**config.mk**
```make
export PLATFORM = sky130hd
export DESIGN_NAME = uart_tx
export DESIGN_NICKNAME = d
export VERILOG_FILES = /design/src/rtl/uart_pkg.sv /design/src/rtl/uart_bit_timer.sv /design/src/rtl/uart_tx.sv
export SDC_FILE = /design/constraint.sdc
export NUM_CORES = 1
export LEC_CHECK = 0
export CAP_MARGIN = 15
export CORE_MARGIN = 2
export CORE_UTILIZATION = 51
export DETAILED_ROUTE_END_ITERATION = 8
export GPL_ROUTABILITY_DRIVEN = 0
export PLACE_DENSITY = 0.81
export SLEW_MARGIN = 10
export SYNTH_ARGS = -nofsm -noshare
export SYNTH_HDL_FRONTEND = slang
export SYNTH_SLANG_ARGS = --single-unit
```
**constraint.sdc**
```tcl
create_clock -name clk -period 5.5 [get_ports clk]
set_input_delay 0.825 -clock clk [delete_from_list [all_inputs] [get_ports clk]]
set_output_delay 0.825 -clock clk [all_outputs]
set_load 0.01 [all_outputs]
```
**src/rtl/uart_pkg.sv**
```systemverilog
// Shared UART definitions used by the transmit path (and reusable by the
// receive path): parity selection, baud divisor rounding and the one-hot
// transmitter state encoding.
package uart_pkg;

   typedef enum logic [1:0] {
      PARITY_NONE = 2'd0,
      PARITY_ODD  = 2'd1,
      PARITY_EVEN = 2'd2
   } parity_t;

   // One-hot transmitter states.
   typedef enum logic [4:0] {
      S_IDLE   = 5'b00001,
      S_START  = 5'b00010,
      S_DATA   = 5'b00100,
      S_PARITY = 5'b01000,
      S_STOP   = 5'b10000
   } tx_state_e;

   // Clocks per line bit, rounded to nearest so RX and TX agree exactly.
   function automatic int clks_per_bit(input int clk_freq, input int baud_rate);
      return (clk_freq + baud_rate / 2) / baud_rate;
   endfunction

endpackage

```
**src/rtl/uart_bit_timer.sv**
```systemverilog
// Restartable bit-period down-counter.
//   clk       : system clock
//   n_rst     : asynchronous active-low reset
//   i_start   : load the counter with CLKS_PER_BIT (restart a bit period)
//   o_bit_end : high during the last clock of a bit period
module uart_bit_timer #(
   parameter int CLKS_PER_BIT = 434
) (
   input  logic clk,
   input  logic n_rst,
   input  logic i_start,
   output logic o_bit_end
);

   localparam int CNT_W = $clog2(CLKS_PER_BIT + 1);

   logic [CNT_W-1:0] cnt_q, cnt_d;

   always_comb begin
      cnt_d = cnt_q;
      if (i_start) begin
         cnt_d = CNT_W'(CLKS_PER_BIT);
      end else if (cnt_q != '0) begin
         cnt_d = cnt_q - CNT_W'(1);
      end
   end

   always_ff @(posedge clk or negedge n_rst) begin
      if (!n_rst) begin
         cnt_q <= '0;
      end else begin
         cnt_q <= cnt_d;
      end
   end

   // Loading CLKS_PER_BIT and ending at 1 gives exactly CLKS_PER_BIT clocks
   // per period when restarted on the end pulse.
   assign o_bit_end = (cnt_q == CNT_W'(1));

endmodule

```
**src/rtl/uart_tx.sv**
```systemverilog
// UART transmitter: start bit, DATA_BITS data bits LSB first, optional
// parity bit, STOP_BITS stop bits. One word in flight, valid/ready accept.
//   clk          : system clock
//   n_rst        : asynchronous active-low reset
//   i_data_valid : client offers a word
//   i_data       : word, sampled on the accept cycle only
//   o_ready      : block is idle and can accept a word
//   o_tx         : registered serial line, idle high
module uart_tx
   import uart_pkg::*;
#(
   parameter int CLK_FREQ  = 50000000,
   parameter int BAUD_RATE = 115200,
   parameter int DATA_BITS = 8,
   parameter int STOP_BITS = 1,
   parameter int PARITY    = 0
) (
   input  logic                 clk,
   input  logic                 n_rst,
   input  logic                 i_data_valid,
   input  logic [DATA_BITS-1:0] i_data,
   output logic                 o_ready,
   output logic                 o_tx
);

   localparam int CPB    = clks_per_bit(CLK_FREQ, BAUD_RATE);
   localparam int BCNT_W = $clog2(DATA_BITS + 1);

   if (PARITY < 0 || PARITY > 2) begin : g_bad_parity
      $error("uart_tx: PARITY must be 0, 1 or 2");
   end
   if (STOP_BITS != 1 && STOP_BITS != 2) begin : g_bad_stop
      $error("uart_tx: STOP_BITS must be 1 or 2");
   end
   if (DATA_BITS < 5 || DATA_BITS > 9) begin : g_bad_data
      $error("uart_tx: DATA_BITS must be in 5..9");
   end

   tx_state_e            state_q, state_d;
   logic [DATA_BITS-1:0] shift_q, shift_d;
   logic                 par_q, par_d;
   logic [BCNT_W-1:0]    bit_cnt_q, bit_cnt_d;
   logic                 tx_q, tx_d;
   logic                 accept;
   logic                 bit_end;
   logic                 timer_start;

   uart_bit_timer #(
      .CLKS_PER_BIT(CPB)
   ) u_bit_timer (
      .clk      (clk),
      .n_rst    (n_rst),
      .i_start  (timer_start),
      .o_bit_end(bit_end)
   );

   // State register
   always_ff @(posedge clk or negedge n_rst) begin
      if (!n_rst) begin
         state_q   <= S_IDLE;
         shift_q   <= '0;
         par_q     <= 1'b0;
         bit_cnt_q <= '0;
         tx_q      <= 1'b1;
      end else begin
         state_q   <= state_d;
         shift_q   <= shift_d;
         par_q     <= par_d;
         bit_cnt_q <= bit_cnt_d;
         tx_q      <= tx_d;
      end
   end

   // Next-state logic. bit_cnt counts data bits in DATA and stop bits in STOP.
   always_comb begin
      state_d     = state_q;
      shift_d     = shift_q;
      par_d       = par_q;
      bit_cnt_d   = bit_cnt_q;
      accept      = i_data_valid && (state_q == S_IDLE);
      unique case (state_q)
         S_IDLE: begin
            if (accept) begin
               shift_d   = i_data;
               par_d     = (PARITY == int'(PARITY_EVEN)) ? ^i_data : ~^i_data;
               bit_cnt_d = '0;
               state_d   = S_START;
            end
         end
         S_START: begin
            if (bit_end) begin
               bit_cnt_d = '0;
               state_d   = S_DATA;
            end
         end
         S_DATA: begin
            if (bit_end) begin
               shift_d = shift_q >> 1;
               if (bit_cnt_q == BCNT_W'(DATA_BITS - 1)) begin
                  bit_cnt_d = '0;
                  state_d   = (PARITY != int'(PARITY_NONE)) ? S_PARITY : S_STOP;
               end else begin
                  bit_cnt_d = bit_cnt_q + BCNT_W'(1);
               end
            end
         end
         S_PARITY: begin
            if (bit_end) begin
               bit_cnt_d = '0;
               state_d   = S_STOP;
            end
         end
         S_STOP: begin
            if (bit_end) begin
               if (bit_cnt_q == BCNT_W'(STOP_BITS - 1)) begin
                  bit_cnt_d = '0;
                  state_d   = S_IDLE;
               end else begin
                  bit_cnt_d = bit_cnt_q + BCNT_W'(1);
               end
            end
         end
         default: begin
            state_d = S_IDLE;
         end
      endcase
      // Restart the period on accept and on every bit end except the last.
      timer_start = accept || (bit_end && (state_d != S_IDLE));
   end

   // Output logic. The line level is registered from the current state, so
   // o_tx trails the state by one clock while o_ready follows it directly.
   always_comb begin
      tx_d    = 1'b1;
      o_ready = (state_q == S_IDLE);
      unique case (state_q)
         S_IDLE:   tx_d = 1'b1;
         S_START:  tx_d = 1'b0;
         S_DATA:   tx_d = shift_q[0];
         S_PARITY: tx_d = par_q;
         S_STOP:   tx_d = 1'b1;
         default:  tx_d = 1'b1;
      endcase
   end

   assign o_tx = tx_q;

endmodule
```
==> results of run 1 <==
[kinds of logic after synthesis]
logic type	after synthesis
multiplexers	10
flip-flops	28
buffers and inverters	17
adder cells (fa/ha/maj)	5
AO/OA/AOI/OAI	39
XOR/XNOR	13
AND/OR/NAND/NOR	84
[through the flow]
stage	hold slack, ns	util, %	cells	setup WS, ns
5_1_grt	0.547	58.2	251	2.16
2_1_floorplan	0.451	-	196	3.41
6_report	0.508	58.2	251	2.37
3_5_place_dp	0.474	57.1	247	2.75
4_1_cts	0.509	58.2	251	2.36
3_3_place_gp	0.474	57.1	247	2.79
[worst min path at each step]
stage / start / to / slack, ns / cells after the start
after CTS: shift_q[7]$_DFFE_PN0P_ / shift_q[7]$_DFFE_PN0P_ / 0.51 / 1
after global placement: shift_q[7]$_DFFE_PN0P_ / shift_q[7]$_DFFE_PN0P_ / 0.47 / 1
after detailed placement: shift_q[7]$_DFFE_PN0P_ / shift_q[7]$_DFFE_PN0P_ / 0.47 / 1
final: shift_q[7]$_DFFE_PN0P_ / shift_q[7]$_DFFE_PN0P_ / 0.51 / 1
after global routing: shift_q[7]$_DFFE_PN0P_ / shift_q[7]$_DFFE_PN0P_ / 0.55 / 1
after floorplan: par_q$_DFFE_PN0P_ / par_q$_DFFE_PN0P_ / 0.45 / 2
[state kept, by name, indices dropped and copies added, names as in the netlist]
name,count
o_tx,1
par_q,1
state_q,5
u_bit_timer.cnt_q,9
bit_cnt_q,4
shift_q,8
[power breakdown]
group	leakage (uW)	total, uW	switching, uW	internal [uW]
sequential	0.000338	336	62.4	273
combinational	0.000502	329	159	170
clock	0.0000210	99.4	58.9	40.5
[metal layers]
layer | GRT usage, % | wire length (um) | up-vias
met3 | 4.29 | 93 | 2
met4 | 4.08 | 25 | 0
met2 | 28.4 | 1610 | 20
li1 | - | - | 707
met5 | 0 | 0 | -
met1 | 24.7 | 1640 | 654
[cell usage in the layout, fill, tap and decap left out, drive strengths merged, types with 2 or more instances in the layout]
cell type,instances
o21ai,11
nor3,6
o21a,2
ha,5
mux2i,3
inv,9
xnor2,10
a211oi,4
nor4,3
nand2b,5
clkdlybuf4s50,12
a21oi,7
nand3,6
a21o,2
dfrtp,26
nand2,34
or3,5
nor2,16
mux2,7
o22ai,3
xor2,3
o31ai,3
clkbuf,4
dfstp,2
and3,3
[cells in the mapped netlist, types with 4 or more instances]
library cell,n,area (um^2)
nand2b_1,5,31.3
nor2_1,16,60.1
inv_1,9,33.8
mux2_4,7,105
a21oi_1,7,35.0
or3_1,4,25.0
nand2_1,34,128
xnor2_1,10,87.6
o21ai_0,10,50.1
nand3_1,6,30.0
ha_1,5,62.6
dfrtp_1,26,651
nor3_1,6,30.0
[cell type report]
cell class / instances / area (um^2)
fill: 318 / 1410
clock buffer: 4 / 36.3
sequential: 28 / 703
multi-input combinational: 151 / 1000
tap: 46 / 57.6
timing repair buffer: 13 / 128
inverter: 9 / 33.8
[worst max-delay path, cell delays in order, from the launching register on]
cell and delay (ns):
dfrtp_1 0.52, nor3_1 0.45, nand2_1 0.16, nor2_1 0.26
clkdlybuf4s50_1 0.59
==> metrics.txt, run 1 <==
run status completed; max-slew violation count 0; type of the setup path with the least slack flop to primary output; final-report hold violation count 0; Tightest Pin Transition 0.614 ns; Antenna Cells 0; worst clock skew on the final layout 0.00909 ns; Worst Setup Start Kind flop; number of enable-type register cells in the synthesized netlist 0; Compound-Gate Fraction of Synth Area 15.2%; Peak supply drop 275 uV; most used flip-flop cell after synthesis dfrtp_1; Rel. slew slack 58.8%; crit path DAT 2.31 ns; Starting Density 53.8%; initial antenna violation count 0; Seq/Total Area, Yosys 38.9%; setup violation total in the final timing report 0; register bit total from synthesis 28; count of buffers added by post-CTS timing repair for setup 0; placed instance area 1920 um^2; via count normalized by instance count 5.51; total via count in the routed design 1,383; Die Width 63.5 um; Synthesized Nets 212; final-layout setup total negative slack 0 ns; multiplexer fraction of the synthesized cell area 7.47%; dominant combinational cell family by area after synthesis simple AND/OR/NAND/NOR gates; Final period util 57.0%; reg2reg setup slack 3.12 ns; CTS resizes 0; total power draw 764 uW; worst flop-to-flop path endpoint shift_q[3]$_DFFE_PN0P_; clock network latency to the later pin of the worst-skew pair 0.33 ns; deepest level of the CTS H-tree 1; unrepaired setup endpoints after global routing no; synthesis-to-layout area growth 8.30%; critical path endpoint o_ready; layout net count 222; min cycle time layout 3.13 ns; Yosys warning count 0; total global routing overflow 0; basic-gate share of the synthesized area counting and, or, nand and nor cells 22.9%; crit path max fanout 12; number of cells on the worst reg-to-reg path 5; clock-pin slew on the worst setup and hold paths 0.15 ns; DRC violations left 0; post-route design area 1960 um^2; number of global-route vias before repair 1,255; Worst Hold Class flop to flop; estimated wirelength of the detail-placed design 2480 um; cell area after synthesis 1810 um^2; cell count after synthesis 196; All-Layer GR Usage 17.9%; Critical Path Sink Type primary output; first-pass GRT wire length 5710 um; number of violations reported at the end of detailed-routing iteration 0 57; Pre-antenna DRT Iters 4; post-synthesis share of cell area spent on full adders, half adders and majority gates 3.46%; total wire length after detailed routing 3360 um; number of max-capacitance violations reported 0; fmax 319 MHz; clk sink count 28; number of top-level design ports 13; Leak Pwr 0.000861 uW; Total Die Area 4040 um^2; critical register-to-register path startpoint u_bit_timer.cnt_q[6]$_DFFE_PN0P_; Required @ worst endpoint 4.68 ns; height of the die 63.5 um; post-synthesis share of cell area spent on xor and xnor gates 6.30%; number of distinct library cells after synthesis 44; CTS root buf clkbuf_4; Setup crit start state_q[3]$_DFF_PN0_; TritonCTS clock tree yes; async set or reset register ratio after synthesis 100%; Buffers on Ports 12; number of buffers added to fix hold violations after cts 0; mean instance size in the synthesized netlist 9.22 um^2; post-detailed-route wirelength per cell 13.4 um; largest net degree at the start of global routing 29; share of layout cells above drive strength 1 10.7%; core area 3360 um^2; number of buffers inserted during clock tree synthesis 3; power density normalized to cell area 390 nW/um^2; Detail Route Antenna Nets 0; CTS max path bufs 2; number of core rows 21
Note: power is estimated with default switching activity, not from simulation.
==> run 2: changes to the inputs <==
clock period = 3.1 ns   (was 5.5 ns; I/O delays follow)
==> run 2 against run 1 <==
Count of clock-buffer cells in the layout unchanged. Setup slack worse by 2.1 ns. Global-route usage up 1.3 points. Non-clock buffer count did not move. Sequential cell count is the same. Sequential power is 77% higher. Sequential share of layout area did not move. Die area unchanged. Register-to-register slack worse by 2.4 ns. Combinational power up 79%. Critical endpoint unchanged. Highest routed layer unchanged.
==> metrics.txt, run 2 (synthesized netlist as in run 1, its figures left out) <==
run status completed; Pre-antenna DRT Iters 4 (unchanged); Worst Setup Start Kind flop; Critical Path Max Stage Delay 0.59 ns (about the same); Buffers on Ports 12 (unchanged); Crit. path cell count 4 (unchanged); number of global-route vias before repair 1,324 (+5.5%); number of core rows 21 (unchanged); DRC violations left 0 (unchanged); type of the setup path with the least slack flop to primary output; Tightest Pin Transition 0.641 ns (+0.0271 ns); clock network latency to the later pin of the worst-skew pair 0.32 ns (about the same); via count normalized by instance count 5.49 (-0.43%); critical register-to-register path startpoint state_q[3]$_DFF_PN0_; first-pass GRT wire length 6220 um (+8.9%); All-Layer GR Usage 19.2% (+1.3 points); Total Die Area 4040 um^2 (unchanged); Rel. slew slack 57.2% (-1.6 points); deepest level of the CTS H-tree 1 (unchanged); biggest registers after layout u_bit_timer.cnt_q: 9 flops, shift_q: 8 flops, state_q: 5 flops; Final period util 90.9%; fillers 308 (-3.1%); critical path endpoint o_ready; placed instance area 1920 um^2 (unchanged); Starting Density 53.8% (unchanged); layout net count 222 (unchanged); crit path DAT 2.35 ns (+0.04 ns); initial antenna violation count 0 (unchanged); Die Width 63.5 um (unchanged); Antenna Cells 0 (unchanged); power density normalized to cell area 693 nW/um^2 (+78%); Detail Route Antenna Nets 0 (unchanged); estimated wirelength of the detail-placed design 2520 um (+1.7%); clock-pin slew on the worst setup and hold paths 0.14 ns (about the same); worst clock skew on the final layout 0.00827 ns (-0.000813 ns); delay-heaviest family, CP simple AND/OR/NAND/NOR gates; number of violations reported at the end of detailed-routing iteration 0 97 (+70%); Setup crit start state_q[3]$_DFF_PN0_; fmax 355 MHz; Leak Pwr 0.000861 uW (unchanged); total wire length after detailed routing 3430 um (+2.1%); Peak supply drop 322 uV (+17%); number of flip-flops under the largest register name 9 (unchanged); number of buffer and inverter stages on the critical path 1 (unchanged); Required @ worst endpoint 2.63 ns (-2.05 ns); global-route layer with the greatest usage met2; number of buffers added to fix hold violations after cts 0 (unchanged); final-layout setup total negative slack 0 ns (unchanged); height of the die 63.5 um (unchanged); cells traversed along the worst timing path nor3_1 -> nand2_1 -> nor2_1 -> clkdlybuf4s50_1; met2 GRT Util 31.3% (+2.9 points); TritonCTS clock tree yes; synthesis-to-layout area growth 8.30% (unchanged); final-report hold violation count 0 (unchanged); share of layout cells above drive strength 1 10.7% (unchanged); largest net degree at the start of global routing 29 (unchanged); min cycle time layout 2.82 ns; setup violation total in the final timing report 0 (unchanged); number of max-capacitance violations reported 0 (unchanged); crit path max fanout 12 (unchanged); count of buffers added by post-CTS timing repair for setup 0 (unchanged); post-route design area 1960 um^2 (unchanged); CTS root buf clkbuf_4; worst flop-to-flop path endpoint bit_cnt_q[3]$_DFFE_PN0P_; number of buffers inserted during clock tree synthesis 3 (unchanged); most common cell after layout, fill and taps aside nand2_1; met1 capacity usage during global routing 26.6% (+1.9 points); total global routing overflow 0 (unchanged); footprint of the flip-flops and latches 703 um^2 (unchanged); max-slew violation count 0 (unchanged); number of cells on the worst reg-to-reg path 5 (unchanged); total area of multi-input combinational cells 1000 um^2 (unchanged); Most flops, register u_bit_timer.cnt_q; most frequent cells in the layout nand2_1, dfrtp_1, nor2_1; unrepaired setup endpoints after global routing no; number of top-level design ports 13 (unchanged); clk sink count 28 (unchanged); core area 3360 um^2 (unchanged); total via count in the routed design 1,377 (-0.43%); Critical Path Sink Type primary output; post-detailed-route wirelength per cell 13.7 um (+2.1%); CTS resizes 0 (unchanged); worst hold-check slack 0.492 ns (-0.0156 ns); met3 global-route usage 4.29% (unchanged); cell type of the slowest stage on the worst timing path clkdlybuf4s50_1; CTS max path bufs 2 (unchanged); reg2reg setup slack 0.77 ns (-2.35 ns); Worst Hold Class primary input to async pin
==> run 2: cell counts in the layout (fill, tap and decap cells not counted) <==
Identical to the previous run, type by type.
==> run 2: power by group <==
group | leakage (uW) | internal [uW] | total (uW) | switching [uW]
Combinational | 0.000502 | 302 | 589 | 287
Sequential | 0.000338 | 485 | 595 | 110
Clock | 0.0000210 | 71.9 | 172 | 100
==> run 2: layout make-up <==
type / count / area share, %
Multi-Input combinational cell: 151 / 51.1
Clock buffer: 4 / 1.85
Tap cell: 46 / 2.94
Timing Repair Buffer: 13 / 6.52
Sequential cell: 28 / 35.9
Inverter: 9 / 1.73
==> run 2: worst min path at each step <==
stage / slack (ns) / endpoint
2_1_floorplan: 0.17 / bit_cnt_q[0]$_DFFE_PN0P_
3_5_place_dp: 0.49 / shift_q[7]$_DFFE_PN0P_
6_report: 0.49 / u_bit_timer.cnt_q[2]$_DFFE_PN0P_
3_3_place_gp: 0.46 / shift_q[7]$_DFFE_PN0P_
5_1_grt: 0.49 / u_bit_timer.cnt_q[1]$_DFFE_PN0P_
4_1_cts: 0.50 / state_q[1]$_DFF_PN0_
==> run 2: through the flow <==
stage / util (%) / power, uW / std cells / setup slack, ns
finish: 58.2 / 1360 / 251 / 0.283
global route: 58.2 / 1470 / 251 / 0.0986
CTS: 58.2 / 1370 / 251 / 0.288
detailed placement: 57.1 / 1190 / 247 / 0.691
global placement: 57.1 / 1170 / 247 / 0.738
floorplan: - / 1050 / 196 / 1.01
==> run 2: per-layer routing <==
layer | share of wire (%) | up-vias
met5 | 0 | -
met4 | 0.84 | 0
met3 | 4.4 | 2
met2 | 48 | 33
met1 | 47 | 640
li1 | - | 702
